**src/rtl/regfile_write_queue_pkg.sv**
```systemverilog
// Shared register-file definitions: widths, register count and the write request record.
package regfile_write_queue_pkg;

  localparam int ADDR_W   = 4;
  localparam int DATA_W   = 32;
  localparam int NUM_REGS = 16;

  typedef struct packed {
    logic [ADDR_W-1:0] sel;
    logic [DATA_W-1:0] data;
  } wr_req_t;

endpackage

```
**src/rtl/regfile_write_queue_if.sv**
```systemverilog
// Write-queue bus: request handshake, drain control, register file write port and hazard lookup.
interface regfile_write_queue_if #(
  parameter int DEPTH = 4
);
  import regfile_write_queue_pkg::*;

  localparam int CNT_W = $clog2(DEPTH) + 1;

  logic              in_valid;
  logic              in_ready;
  logic [ADDR_W-1:0] in_sel;
  logic [DATA_W-1:0] in_data;
  logic              stall;
  logic              wr_ld;
  logic [ADDR_W-1:0] wr_sel;
  logic [DATA_W-1:0] wr_data;
  logic [ADDR_W-1:0] lk_sel;
  logic              lk_hit;
  logic [DATA_W-1:0] lk_data;
  logic [CNT_W-1:0]  count;

  modport master (
    output in_valid, in_sel, in_data, stall, lk_sel,
    input  in_ready, wr_ld, wr_sel, wr_data, lk_hit, lk_data, count
  );

  modport slave (
    input  in_valid, in_sel, in_data, stall, lk_sel,
    output in_ready, wr_ld, wr_sel, wr_data, lk_hit, lk_data, count
  );

endinterface

```
**src/rtl/regfile_wq_match.sv**
```systemverilog
// Youngest-match search over the queue entries, walking from head (oldest) towards tail.
module regfile_wq_match
  import regfile_write_queue_pkg::*;
#(
  parameter int DEPTH = 4
) (
  input  logic [DEPTH-1:0]             vld,
  input  logic [DEPTH-1:0][ADDR_W-1:0] sel,
  input  logic [DEPTH-1:0][DATA_W-1:0] data,
  input  logic [$clog2(DEPTH)-1:0]     head,
  input  logic [ADDR_W-1:0]            lk_sel,
  output logic                         hit,
  output logic [DATA_W-1:0]            hit_data
);
  localparam int PTR_W = $clog2(DEPTH);

  logic [PTR_W-1:0] idx;

  // Later (younger) matches overwrite earlier ones, so the last match found wins.
  always_comb begin
    hit      = 1'b0;
    hit_data = '0;
    idx      = '0;
    for (int i = 0; i < DEPTH; i++) begin
      idx = head + PTR_W'(i);
      if (vld[idx] && (sel[idx] == lk_sel)) begin
        hit      = 1'b1;
        hit_data = data[idx];
      end
    end
  end

endmodule

```
**src/rtl/regfile_write_queue.sv**
```systemverilog
// In-order write queue in front of the register file with a read-after-write lookup.
module regfile_write_queue
  import regfile_write_queue_pkg::*;
#(
  parameter int DEPTH = 4
) (
  input logic                  clk,
  input logic                  rst,
  regfile_write_queue_if.slave bus
);
  localparam int               PTR_W = $clog2(DEPTH);
  localparam int               CNT_W = PTR_W + 1;
  localparam logic [CNT_W-1:0] FULL  = CNT_W'(DEPTH);

  logic [DEPTH-1:0][ADDR_W-1:0] q_sel;
  logic [DEPTH-1:0][DATA_W-1:0] q_data;
  logic [DEPTH-1:0]             q_vld;
  logic [PTR_W-1:0]             head;
  logic [PTR_W-1:0]             tail;
  logic [CNT_W-1:0]             cnt;
  logic                         push;
  logic                         pop;
  wr_req_t                      in_req;
  wr_req_t                      out_q;
  logic                         out_ld;
  logic                         q_hit;
  logic [DATA_W-1:0]            q_hit_data;
  logic                         out_hit;

  // Ready depends only on the registered count, so a full queue refuses even while draining.
  assign in_req = '{sel: bus.in_sel, data: bus.in_data};
  assign push   = bus.in_valid && (cnt != FULL);
  assign pop    = (cnt != '0) && !bus.stall;

  // Entry payload storage; contents are qualified by q_vld so no reset is needed.
  always_ff @(posedge clk) begin
    if (push) begin
      q_sel[tail]  <= in_req.sel;
      q_data[tail] <= in_req.data;
    end
  end

  // Pointers, valid bits and occupancy; pointers wrap by natural overflow.
  always_ff @(posedge clk) begin
    if (rst) begin
      head  <= '0;
      tail  <= '0;
      cnt   <= '0;
      q_vld <= '0;
    end else begin
      if (pop) begin
        q_vld[head] <= 1'b0;
        head        <= head + PTR_W'(1);
      end
      if (push) begin
        q_vld[tail] <= 1'b1;
        tail        <= tail + PTR_W'(1);
      end
      case ({push, pop})
        2'b10:   cnt <= cnt + CNT_W'(1);
        2'b01:   cnt <= cnt - CNT_W'(1);
        default: cnt <= cnt;
      endcase
    end
  end

  // Output stage: one-cycle load strobe per pop; select and data hold between writes.
  always_ff @(posedge clk) begin
    if (rst) begin
      out_ld <= 1'b0;
      out_q  <= '0;
    end else begin
      out_ld <= pop;
      if (pop) begin
        out_q <= '{sel: q_sel[head], data: q_data[head]};
      end
    end
  end

  regfile_wq_match #(
    .DEPTH (DEPTH)
  ) u_match (
    .vld      (q_vld),
    .sel      (q_sel),
    .data     (q_data),
    .head     (head),
    .lk_sel   (bus.lk_sel),
    .hit      (q_hit),
    .hit_data (q_hit_data)
  );

  // The output stage is the oldest candidate, so any queue match takes priority over it.
  always_comb begin
    out_hit     = out_ld && (out_q.sel == bus.lk_sel);
    bus.lk_hit  = q_hit || out_hit;
    bus.lk_data = '0;
    if (q_hit) begin
      bus.lk_data = q_hit_data;
    end else if (out_hit) begin
      bus.lk_data = out_q.data;
    end
  end

  assign bus.in_ready = (cnt != FULL);
  assign bus.count    = cnt;
  assign bus.wr_ld    = out_ld;
  assign bus.wr_sel   = out_q.sel;
  assign bus.wr_data  = out_q.data;

endmodule
```
**src/flat_wrapper.sv**
```systemverilog
// flat-port wrapper written by rule: the top's interface ports become plain ports
module regfile_write_queue_flat import regfile_write_queue_pkg::*;
#(
  parameter int DEPTH = 4
)
  (clk, rst, bus_in_valid, bus_in_sel, bus_in_data, bus_stall, bus_lk_sel, bus_in_ready, bus_wr_ld, bus_wr_sel, bus_wr_data, bus_lk_hit, bus_lk_data, bus_count);
  regfile_write_queue_if #(.DEPTH(DEPTH)) bus_i ();
  input logic clk;
  input logic rst;
  input wire logic [$bits(bus_i.in_valid)-1:0] bus_in_valid;
  input wire logic [$bits(bus_i.in_sel)-1:0] bus_in_sel;
  input wire logic [$bits(bus_i.in_data)-1:0] bus_in_data;
  input wire logic [$bits(bus_i.stall)-1:0] bus_stall;
  input wire logic [$bits(bus_i.lk_sel)-1:0] bus_lk_sel;
  output wire logic [$bits(bus_i.in_ready)-1:0] bus_in_ready;
  output wire logic [$bits(bus_i.wr_ld)-1:0] bus_wr_ld;
  output wire logic [$bits(bus_i.wr_sel)-1:0] bus_wr_sel;
  output wire logic [$bits(bus_i.wr_data)-1:0] bus_wr_data;
  output wire logic [$bits(bus_i.lk_hit)-1:0] bus_lk_hit;
  output wire logic [$bits(bus_i.lk_data)-1:0] bus_lk_data;
  output wire logic [$bits(bus_i.count)-1:0] bus_count;
  assign bus_i.in_valid = bus_in_valid;
  assign bus_i.in_sel = bus_in_sel;
  assign bus_i.in_data = bus_in_data;
  assign bus_i.stall = bus_stall;
  assign bus_i.lk_sel = bus_lk_sel;
  assign bus_in_ready = bus_i.in_ready;
  assign bus_wr_ld = bus_i.wr_ld;
  assign bus_wr_sel = bus_i.wr_sel;
  assign bus_wr_data = bus_i.wr_data;
  assign bus_lk_hit = bus_i.lk_hit;
  assign bus_lk_data = bus_i.lk_data;
  assign bus_count = bus_i.count;
  regfile_write_queue #(.DEPTH(DEPTH)) u_core (.clk(clk), .rst(rst), .bus(bus_i));
endmodule
```
**config.mk**
```make
export PLATFORM = sky130hd
export DESIGN_NAME = regfile_write_queue_flat
export DESIGN_NICKNAME = d
export VERILOG_FILES = /design/src/rtl/regfile_write_queue_pkg.sv /design/src/rtl/regfile_write_queue_if.sv /design/src/rtl/regfile_wq_match.sv /design/src/rtl/regfile_write_queue.sv /design/src/flat_wrapper.sv
export SDC_FILE = /design/constraint.sdc
export NUM_CORES = 1
export LEC_CHECK = 0
export ABC_AREA = 1
export CAP_MARGIN = 20
export CORE_ASPECT_RATIO = 0.5
export CORE_MARGIN = 10
export CORE_UTILIZATION = 50
export DETAILED_ROUTE_END_ITERATION = 8
export PLACE_DENSITY = 0.77
export SETUP_SLACK_MARGIN = 0.05
export SYNTH_ARGS = -nofsm -noshare
export SYNTH_HDL_FRONTEND = slang
export SYNTH_SLANG_ARGS = --single-unit
```
**constraint.sdc**
```tcl
create_clock -name clk -period 3.45 [get_ports clk]
set_input_delay 0.345 -clock clk [delete_from_list [all_inputs] [get_ports clk]]
set_output_delay 0.345 -clock clk [all_outputs]
set_load 0.02 [all_outputs]
```
==> summary.txt, run 1 <==
STA
  • Hold Vio Cnt, Final: 0
  • Sum Neg Setup Slack: 0 ns
  • Worst clock skew: ~0.0073 ns
  • Max Clk Rate: between 0.3 and 0.4 GHz
  • Final Cycle Share: 95.27%
  • Actual slew at the worst max-slew pin: a little over 0.7 ns
  • Max-slew violations: 0
  • Setup violators final: 0
  • Post-route minimum period: around 3.3 ns
  • Hold slack: ~0.47 ns
  • Slew headroom: between 50% and 60%
  • RSZ-0062 raised after global routing: true

Setup path
  • CP bufs+invs: 4
  • CP max stage delay: about 0.36 ns
  • Slowest-stage cell, CP: dfxtp_1
  • CP delay by family, top: simple AND/OR/NAND/NOR gates
  • Critical Path End Type: output port
  • Critical Path Start Type: flip-flop
  • Critical path data required time: 3.11 ns
  • CP arrival: ~2.9 ns
  • Crit path max fanout: 36
  • CP cell instances: clkinv_2, ha_4, buf_6, nand3_1, nand3_1, nand2_1, nor2_2, nand3_4, buf_12, nor2_2, nor2_1, nand2_1, nand2_1, nand2_1, nand2_1, dlygate4sd2_1
  • Setup CP Type: flip-flop to output port
  • Crit-path most repeated cell: nand2_1

Flow run
  • Max cap viols: 0

Power
  • Net Sw Power: ~5 mW
  • LEAKAGE: about 6 nW
  • Part of the power in combinational logic: about 53%
  • Cell Int Power: approximately 5.9 mW
  • Final Power: between 10 and 15 mW
  • Switch share: a little under half
  • PwrDens: approximately 800 nW/um^2
  • Seq pwr share: between 20% and 30%
  • Clk pwr share: a little under a fifth
  • Peak VDD IR: between 0.3 and 0.4 mV

Finish
  • Register area: 5289 um^2
  • Area growth syn-to-layout: 17.63%
  • Multi-input logic area: 5434 um^2
  • # fillers: 2,079
  • Final Net Count: between 1,500 and 2,000
  • Non-filler cells, final: approximately 2,000
  • Antenna diodes: 0
  • Commonest non-fill, non-tap cell in the layout: nand2_1
  • Commonest cells after routing, fill and taps aside: nand2_1, o21ai_0, nor2_1, edfxtp_1, inv_1
  • Share of post-route cells with drive strength above 1: 7.516%

Synth
  • Gate count of the mapped netlist: ~1,600
  • Syn_area_per_cell: a little over 7 um^2
  • Yosys cell types: 32
  • Synth top area share: a little under two fifths
  • Post-synthesis sequential area ratio: between 40% and 50%
  • Synthesized Nets: 1,674
  • Synthesis Warnings: 0
  • Synthesized flop and latch total: about 190
  • Synth Flop Type: edfxtp_1
  • Synth Cell Area: roughly 12,000 um^2
  • Top post-synthesis cells by area: edfxtp_1, nand2_1, o21ai_0
  • Post-synth ARST share: 0%
  • Post-synth EDFFs: between 100 and 150
  • Synth area leader: edfxtp_1

Die
  • Num rows: 39
  • Area of the core: around 23,000 um^2
  • Io pins: 118
  • Die Y-Extent: 128.5 um
  • DIE AREA: just over 30,000 um^2
  • Starting Density: approximately half
  • Die width: 236.9 um

Clock tree
  • Clock root cell: clkbuf_16
  • CTS tree: yes
  • Clock sinks: 192
  • Worst-path clk slew: about 0.070 ns
  • Hold-fix buffers, CTS: 0
  • Number of setup buffers added after CTS: 0
  • Total CTS buffers: 17
  • Later-pin clock latency in the skew report: approximately 0.45 ns
  • Max Buffers Root-to-Sink: 2
  • Max H-tree Level: 4

Routing
  • DRT iter0 DRCs: around 1,000
  • Final antenna-violating net count: 0
  • Router iterations before antenna repair: 5
  • DR vias: ~11,000
  • Routed wire length: ~32,000 um
  • Drt via density: 5.358
  • DRC Markers: 0
  • WL/cell: 15.94 um

Hold path
  • Worst hold path type: flip-flop to flip-flop

Status
  • Outcome: finished clean

Placed design
  • DPL Wire Length: ~21,000 um
  • Placed cells: 1,978
  • GP Congestion: roughly 0.9
  • IO Port Bufs: ~120

GRT
  • Vias in the first global route: 9,669
  • Grt total ovfl: 0
  • Largest net degree at the start of global routing: 133
  • Initial antenna violation count: 0
  • First-pass GRT wire length: just over 50,000 um
  • Total GRT Usage: roughly 20%
final timing paths:
path,from,slack [ns],endpoint,depth (start not counted)
worst max register to register,u_core.bus.count[1],1.48,u_core.q_data[42],7
worst max-delay path,u_core.head[1],0.16,bus_lk_data[2],16
worst min-delay path,u_core.q_vld[0],0.47,u_core.q_vld[0],2
worst min register to register,u_core.q_vld[0],0.47,u_core.q_vld[0],2
metrics by stage:
| step | setup slack [ns] | util (%) | cell area, um^2 |
|---|---|---|---|
| after floorplan | 0.2515 | - | 11760 |
| after global placement | 0.2285 | 57.40 | 13190 |
| after detailed placement | 0.1815 | 57.40 | 13190 |
| after CTS | 0.06731 | 59.93 | 13770 |
| after global routing | -0.008204 | 60.19 | 13830 |
| final | 0.1633 | 60.19 | 13830 |
kinds of logic after synthesis:
kind of cell	share of synthesized area, %
flops	44.94
buf+inv	9.255
xor+xnor	0.07448
fa+ha+maj	1.128
simple gates	29.74
compound gates	14.86
layer usage:
metal  share of wire [%]  routed length, um  track usage [%]  vias to the layer above
li1                    -                  -                -                     5463
met1                  45              14570            27.01                     4912
met2                  47              15030            33.49                      346
met3                 5.5               1777            3.548                       49
met4                 2.1                672            7.635                        0
met5                   0                  0                0                        -
cell type report:
| type | instances | share of cell area, % |
|---|---|---|
| Multi-Input combinational cell | 1189 | 39.28 |
| Sequential cell | 192 | 38.23 |
| Timing Repair Buffer | 163 | 11.87 |
| Inverter | 127 | 3.509 |
| Clock buffer | 21 | 3.410 |
| Tap cell | 307 | 2.777 |
| Clock inverter | 11 | 0.9315 |
flip-flops by register name, summed over array words and instances, names as in the netlist:
| name | count |
|---|---|
| u_core.q_data | 128 |
| u_core.bus.wr_data | 32 |
| u_core.q_sel | 16 |
| u_core.bus.wr_sel | 4 |
| u_core.q_vld | 4 |
| u_core.bus.count | 3 |
| u_core.head | 2 |
| u_core.tail | 2 |
| u_core.bus.wr_ld | 1 |
cells in the mapped netlist (all sizes together), types with 9 or more instances:
library cell / number
edfxtp: 144
nand2: 522
dfxtp: 48
nand4: 33
o21ai: 276
clkbuf: 48
nand3: 80
a21oi: 19
buf: 64
inv: 127
o211ai: 33
nor2: 211
ha: 9
power by group through the flow:
stage	logic (mW)	registers, mW	clock network [mW]
final	5.76	3.10	2.01
after global routing	6.41	3.13	2.14
after CTS	5.68	3.09	2.04
after detailed placement	5.72	3.13	0
after global placement	5.65	3.13	0
after floorplan	3.74	3.29	0
worst min-delay path, cell delays in order, from the launching register on:
cell and delay [ns]:
dfxtp_1 0.32, nand2_1 0.06, a21oi_1 0.05
timing repair:
item,4_1_cts,5_1_grt
pin swaps,0,1
setup endpoints to repair,33,33
resized for setup,39,17
Power figures use the tool's default switching activity.
==> run 2: changes to the inputs <==
clock period = 3.2 ns   (was 3.45 ns; I/O delays follow)
==> run 2 against run 1 <==
Core utilization is 3.4 points higher. Sequential power up 7.7%. Sequential share of layout area shrank 2.0 points. Clock skew hardly changed. Critical path type unchanged. Sequential cell count unchanged.
==> summary.txt, run 2 (same netlist as run 1, synthesis figures left out) <==
Setup path
  • FF-to-FF Start: u_core.bus.count[1] (unchanged)
  • Slowest-stage cell, CP: dfxtp_4 (was dfxtp_1)
  • Critical Path End Type: output port (unchanged)
  • Crit-path most repeated cell: nand2_1 (unchanged)
  • Critical Path Start Type: flip-flop (unchanged)
  • Worst R2R Path Depth: 7 (unchanged)
  • Critical path data required time: 2.88 ns (was 3.11 ns)
  • Setup CP Type: flip-flop to output port (unchanged)
  • Reg2reg end: u_core.q_data[98] (was u_core.q_data[42])
  • R2R Setup Slk: 1.21 ns (was 1.48 ns)
  • CP arrival: 2.83 ns (was 2.94 ns)
  • CP cell instances: inv_8, ha_4, buf_6, nand3_2, nand3_1, nand2_1, nor2_2, nand3_4, buf_12, clkbuf_16, nor2_2, nor2_1, nand2_1, nand2_1, nand2_2, nand2_1, buf_4 (was clkinv_2, ha_4, buf_6, nand3_1, nand3_1, nand2_1, nor2_2, nand3_4, buf_12, nor2_2, nor2_1, nand2_1, nand2_1, nand2_1, nand2_1, dlygate4sd2_1)
  • CP bufs+invs: 5 (was 4)
  • CP max stage delay: 0.41 ns (was 0.36 ns)
  • Crit path max fanout: 10 (was 36)
  • CP delay by family, top: simple AND/OR/NAND/NOR gates (unchanged)

Finish
  • Most flop-heavy register: u_core.q_data (unchanged)
  • Commonest non-fill, non-tap cell in the layout: nand2_1 (unchanged)
  • Share of post-route cells with drive strength above 1: 13.13% (was 7.516%)
  • Commonest cells after routing, fill and taps aside: nand2_1, o21ai_0, nor2_1, edfxtp_1, inv_1 (unchanged)
  • Largest register FFs: 128 (unchanged)
  • Final Net Count: 1,777 (was 1,744)
  • Final core utilization: 63.58% (was 60.19%)
  • Antenna diodes: 0 (unchanged)
  • Area growth syn-to-layout: 24.24% (was 17.63%)

Routing
  • WL/cell: 17.99 um (was 15.94 um)
  • Final antenna-violating net count: 0 (unchanged)
  • Router iterations before antenna repair: 7 (was 5)
  • Drt via density: 5.566 (was 5.358)
  • DR vias: 11,370 (was 10,770)
  • DRC Markers: 0 (unchanged)
  • Routed wire length: 36,750 um (was 32,050 um)
  • DRT iter0 DRCs: 1,204 (was 998)

Placed design
  • DPL Wire Length: 21,680 um (was 21,110 um)
  • GP Congestion: 0.8754 (was 0.8947)
  • IO Port Bufs: 117 (unchanged)

Die
  • DIE AREA: 30,430 um^2 (unchanged)
  • Area of the core: 22,980 um^2 (unchanged)
  • Die Y-Extent: 128.5 um (unchanged)
  • Die width: 236.9 um (unchanged)
  • Num rows: 39 (unchanged)
  • Starting Density: 51.17% (unchanged)
  • Io pins: 118 (unchanged)

Status
  • Outcome: finished clean (unchanged)

Power
  • Net Sw Power: 5.899 mW (was 4.980 mW)
  • Switch share: 45.93% (was 45.82%)
  • LEAKAGE: 6.333 nW (was 6.011 nW)
  • Cell Int Power: 6.945 mW (was 5.887 mW)
  • PwrDens: 879.0 nW/um^2 (was 785.5 nW/um^2)
  • Part of the power in combinational logic: 56.1% (was 53.0%)
  • Seq pwr share: 26.0% (was 28.5%)
  • Clk pwr share: 17.9% (was 18.5%)
  • Peak VDD IR: 0.4917 mV (was 0.3846 mV)

Clock tree
  • Clock sinks: 192 (unchanged)
  • Clock root cell: clkbuf_16 (unchanged)
  • CTS tree: yes (unchanged)
  • Total CTS buffers: 17 (unchanged)
  • Worst-path clk slew: 0.07 ns (about the same)
  • Max Buffers Root-to-Sink: 2 (unchanged)
  • Max H-tree Level: 4 (unchanged)
  • Hold-fix buffers, CTS: 0 (unchanged)
  • Later-pin clock latency in the skew report: 0.46 ns (was 0.45 ns)

STA
  • Setup violators final: 0 (unchanged)
  • Actual slew at the worst max-slew pin: 0.7312 ns (was 0.7106 ns)
  • Worst clock skew: 0.007712 ns (was 0.007290 ns)
  • RSZ-0062 raised after global routing: true (unchanged)
  • Slew headroom: 51.20% (was 52.57%)
  • Hold Vio Cnt, Final: 0 (unchanged)
  • Sum Neg Setup Slack: 0 ns (unchanged)
  • Final Cycle Share: roughly 100%
  • Post-route minimum period: 3.153 ns
  • Max-slew violations: 0 (unchanged)
  • Max Clk Rate: between 0.3 and 0.4 GHz

GRT
  • Initial antenna violation count: 0 (unchanged)
  • Grt total ovfl: 0 (unchanged)
  • Total GRT Usage: 22.22% (was 20.50%)
  • First-pass GRT wire length: 54,030 um (was 50,670 um)
  • Vias in the first global route: 10,050 (was 9,669)
  • Largest net degree at the start of global routing: 137 (was 133)

Flow run
  • Max cap viols: 0 (unchanged)

Hold path
  • Hold depth: 2 (unchanged)
  • Hold Path Sink: u_core.q_vld[2] (was u_core.q_vld[0])
  • Hold path startpoint: u_core.q_vld[2] (was u_core.q_vld[0])
  • Worst hold path type: flip-flop to flip-flop (unchanged)
## run 2: cell types whose count changed in the layout (fill, tap and decap cells not counted), moves of 13 or more
cell           delta
nand2_1          -16
clkbuf_16        +13
nand2_2          +16
dlygate4sd2_1    -30
buf_4            +28
## run 2: routing by layer
| layer | track usage (%) | wire [um] |
|---|---|---|
| met3 | 5.078 | 3450 |
| met2 | 36.92 | 16850 |
| met5 | 0 | 0 |
| met4 | 10.47 | 1243 |
| met1 | 27.25 | 15210 |
## run 2: power groups by stage
stage / combinational, mW / clock, mW / sequential, mW
after detailed placement: 6.39 / 0 / 3.38
after CTS: 6.63 / 2.32 / 3.33
after global placement: 6.29 / 0 / 3.37
after global routing: 7.81 / 2.42 / 3.37
after floorplan: 4.03 / 0 / 3.55
final: 7.20 / 2.30 / 3.34
## run 2: cell type report
class	count	area [um^2]
clock buffer	22	539.3
clock inverter	10	107.6
fill	1902	8371
inverter	127	504.2
multi-input combinational	1189	5553
sequential	192	5290
tap	307	384.1
timing repair buffer	196	2235
## run 2: repair_timing
item / 4_1_cts / 5_1_grt
endpoints found under the setup margin: 33 / 33
buffers inserted: 2 / 9
cloned: 3 / 10
gates resized for setup: 82 / 138
pin swaps: 5 / 15
hold endpoints to repair: 0 / 0
## run 2: tightest hold or removal path, stage by stage (launching register included)
cell and delay, ns:
dfxtp_1 0.31, nand2_1 0.06, a21oi_1 0.05
## run 2: worst max-delay path by stage
stage,to,start,depth (start not counted)
global route,bus_lk_data[29],u_core.head[0],17
CTS,bus_lk_data[2],u_core.head[1],15
finish,bus_lk_data[29],u_core.head[0],17
global placement,bus_lk_data[3],bus_lk_sel[1],10
floorplan,bus_lk_data[5],u_core.head[1],20
detailed placement,bus_lk_data[28],bus_lk_sel[1],10
## run 2: stage by stage
step	setup slack, ns	power, mW	std cells	area (um^2)	hold slack, ns
after global placement	0.1069	9.660	1987	13380	0.4515
final	0.04737	12.84	2043	14610	0.4756
after floorplan	0.1125	7.585	1620	11760	0.3891
after global routing	-0.04060	13.61	2043	14610	0.4910
after detailed placement	0.04947	9.767	1987	13380	0.4609
after CTS	-0.004014	12.29	2024	14210	0.4769
==> run 3: changes to the inputs <==
PLACE_DENSITY = 0.8   (was 0.77)
SKIP_CTS_REPAIR_TIMING = 1   (was default)
clock period = 2.6 ns   (was 3.2 ns; I/O delays follow)
==> run 3 against run 2 <==
The run now ends with setup timing left. Final cell count increased by 2.7%. Hold slack worse by 0.039 ns. Non-clock buffer count increased by 54. Core utilization grew 1.7 points. Highest routed layer unchanged. Wire length fell by 4.6%. Clock-buffer cell count is 3 lower. Sequential power grew 23%. First-iteration DRC count increased by 7.1%. Combinational power grew 30%.
==> summary.txt, run 3 (same netlist as run 1, synthesis figures left out) <==
Die
  • Die width: 236.9 um (unchanged)
  • Io pins: 118 (unchanged)
  • Starting Density: 51.17% (unchanged)
  • Die Y-Extent: 128.5 um (unchanged)
  • DIE AREA: 30,430 um^2 (unchanged)
  • Area of the core: 22,980 um^2 (unchanged)
  • Num rows: 39 (unchanged)

STA
  • Setup ws final: -0.4815 ns (was 0.04737 ns)
  • Setup violators final: 33 (was 0)
  • Slew headroom: 60.56% (was 51.20%)
  • Actual slew at the worst max-slew pin: 0.5917 ns (was 0.7312 ns)
  • Max-slew violations: 0 (unchanged)
  • Worst clock skew: 0.008027 ns (was 0.007712 ns)
  • Final Cycle Share: 118.5%
  • RSZ-0062 raised after global routing: true (unchanged)
  • Max Clk Rate: about 0.32 GHz
  • Hold slack: 0.4370 ns (was 0.4756 ns)
  • Hold Vio Cnt, Final: 0 (unchanged)
  • Post-route minimum period: slightly above 3 ns

Finish
  • Commonest cells after routing, fill and taps aside: nand2_1, o21ai_0, nor2_1, edfxtp_1, inv_1 (unchanged)
  • Share of post-route cells with drive strength above 1: 18.70% (was 13.13%)
  • Commonest non-fill, non-tap cell in the layout: nand2_1 (unchanged)
  • Final Net Count: 1,832 (was 1,777)
  • Area growth syn-to-layout: 27.52% (was 24.24%)
  • # fillers: 1,828 (was 1,902)
  • Largest register FFs: 128 (unchanged)
  • Antenna diodes: 0 (unchanged)
  • Most flop-heavy register: u_core.q_data (unchanged)
  • Final core utilization: 65.26% (was 63.58%)

Setup path
  • Worst Setup EP: bus_lk_data[2] (was bus_lk_data[29])
  • Reg2reg end: u_core.bus.wr_data[7] (was u_core.q_data[98])
  • Crit path max fanout: 24 (was 10)
  • Critical path origin: u_core.head[0] (unchanged)
  • R2R Setup Slk: 0.61 ns (was 1.21 ns)
  • Setup CP Type: flip-flop to output port (unchanged)
  • Slowest-stage cell, CP: dfxtp_4 (unchanged)
  • Critical path data required time: 2.34 ns (was 2.88 ns)
  • CP arrival: 2.82 ns (was 2.83 ns)
  • CP max stage delay: 0.39 ns (was 0.41 ns)
  • Worst R2R Path Depth: 8 (was 7)
  • Critical Path End Type: output port (unchanged)
  • FF-to-FF Start: u_core.head[0] (was u_core.bus.count[1])
  • CP cell instances: inv_6, ha_4, buf_6, nand3_1, nand3_1, nand2_1, nor2_2, nand3_4, clkinv_4, buf_12, o211ai_1, nand2_1, nand2_2, dlymetal6s2s_1 (was inv_8, ha_4, buf_6, nand3_2, nand3_1, nand2_1, nor2_2, nand3_4, buf_12, clkbuf_16, nor2_2, nor2_1, nand2_1, nand2_1, nand2_2, nand2_1, buf_4)
  • Critical Path Start Type: flip-flop (unchanged)

Status
  • Failing checks: setup timing
  • Outcome: complete, but fails checks (was finished clean)

Power
  • LEAKAGE: 6.484 nW (was 6.333 nW)
  • Seq pwr share: 25.4% (was 26.0%)
  • PwrDens: 1074 nW/um^2 (was 879.0 nW/um^2)
  • Cell Int Power: 8.726 mW (was 6.945 mW)
  • Peak VDD IR: 0.6271 mV (was 0.4917 mV)
  • Net Sw Power: 7.388 mW (was 5.899 mW)
  • Part of the power in combinational logic: 58.0% (was 56.1%)
  • Switch share: 45.85% (was 45.93%)
  • Clk pwr share: 16.5% (was 17.9%)

Routing
  • Final antenna-violating net count: 0 (unchanged)
  • DR vias: 11,570 (was 11,370)
  • Drt via density: 5.515 (was 5.566)
  • Routed wire length: 35,070 um (was 36,750 um)
  • Router iterations before antenna repair: 6 (was 7)
  • DRT iter0 DRCs: 1,290 (was 1,204)
  • WL/cell: 16.71 um (was 17.99 um)
  • DRC Markers: 0 (unchanged)

Clock tree
  • Max H-tree Level: 4 (unchanged)
  • Max Buffers Root-to-Sink: 2 (unchanged)
  • Total CTS buffers: 17 (unchanged)
  • CTS tree: yes (unchanged)
  • Clock sinks: 192 (unchanged)
  • Clock root cell: clkbuf_16 (unchanged)
  • Worst-path clk slew: 0.08 ns (was 0.07 ns)
  • Later-pin clock latency in the skew report: 0.45 ns (was 0.46 ns)

GRT
  • Vias in the first global route: 10,550 (was 10,050)
  • Initial antenna violation count: 0 (unchanged)
  • Largest net degree at the start of global routing: 90 (was 137)
  • Grt total ovfl: 0 (unchanged)
  • First-pass GRT wire length: 52,740 um (was 54,030 um)
  • Total GRT Usage: 21.22% (was 22.22%)

Placed design
  • IO Port Bufs: 117 (unchanged)
  • GP Congestion: 0.8839 (was 0.8754)
  • DPL Wire Length: 21,790 um (was 21,680 um)

Hold path
  • Worst hold path type: input port to flip-flop (was flip-flop to flip-flop)

Flow run
  • Max cap viols: 0 (unchanged)
[run 3: cell count changes in the layout (fill, tap and decap cells not counted), sizes merged]
| cell | delta |
|---|---|
| buf | +59 |
| bufbuf | -3 |
| clkbuf | -6 |
| clkinv | +2 |
| dlymetal6s2s | +1 |
| inv | +2 |
[run 3: power by group through the flow]
stage,Clock [mW],Sequential (mW),Combinational (mW)
6_report,2.67,4.10,9.35
5_1_grt,2.80,4.14,10.2
4_1_cts,2.67,4.09,8.62
3_5_place_dp,0,4.16,8.56
3_3_place_gp,0,4.15,8.43
2_1_floorplan,0,4.37,5.20
[run 3: metal layers]
| layer | share of wire, % | global-route usage, % | routed length (um) |
|---|---|---|---|
| met3 | 8.3 | 4.122 | 2923 |
| met1 | 41 | 26.19 | 14500 |
| met4 | 3.0 | 9.236 | 1038 |
| met5 | 0 | 0 | 0 |
| met2 | 47 | 35.99 | 16610 |
[run 3: worst min path at each step]
stage / start / to / slack, ns / depth (start not counted)
2_1_floorplan: rst / u_core.q_vld[0] / 0.33 / 1
3_3_place_gp: u_core.q_vld[2] / u_core.q_vld[2] / 0.45 / 2
3_5_place_dp: u_core.q_vld[2] / u_core.q_vld[2] / 0.46 / 2
4_1_cts: bus_in_sel[0] / u_core.q_sel[0] / 0.42 / 1
5_1_grt: bus_in_sel[0] / u_core.q_sel[0] / 0.44 / 1
6_report: bus_in_data[5] / u_core.q_data[37] / 0.44 / 1
[run 3: layout make-up]
class	instances	area [um^2]	area share, %
multi-input combinational	1189	5756	38.37
sequential	192	5290	35.27
timing repair buffer	250	2467	16.45
inverter	127	495.5	3.304
timing repair inverter	1	6.256	0.04171
clock buffer	19	452.9	3.020
tap	307	384.1	2.561
clock inverter	13	146.4	0.9761
[run 3: worst max-delay path, delay by kind of cell, from the launching register on]
kind	cells	cell delay (ns)
AO/OA/AOI/OAI	1	0.14
flip-flops	1	0.39
buffers and inverters	5	0.69
AND/OR/NAND/NOR	7	0.78
adder cells (fa/ha/maj)	1	0.36
[run 3: metrics by stage]
| stage | cell area (um^2) | total power [mW] | setup WS, ns | TNS, ns | instances |
|---|---|---|---|---|---|
| after global placement | 13910 | 12.57 | -0.3661 | -10.63 | 2051 |
| after floorplan | 11960 | 9.569 | 0.02261 | 0 | 1620 |
| after detailed placement | 13910 | 12.72 | -0.3861 | -11.34 | 2051 |
| after global routing | 15000 | 17.16 | -0.6290 | -17.50 | 2098 |
| final | 15000 | 16.11 | -0.4815 | -12.79 | 2098 |
| after CTS | 14510 | 15.39 | -0.8954 | -27.88 | 2083 |
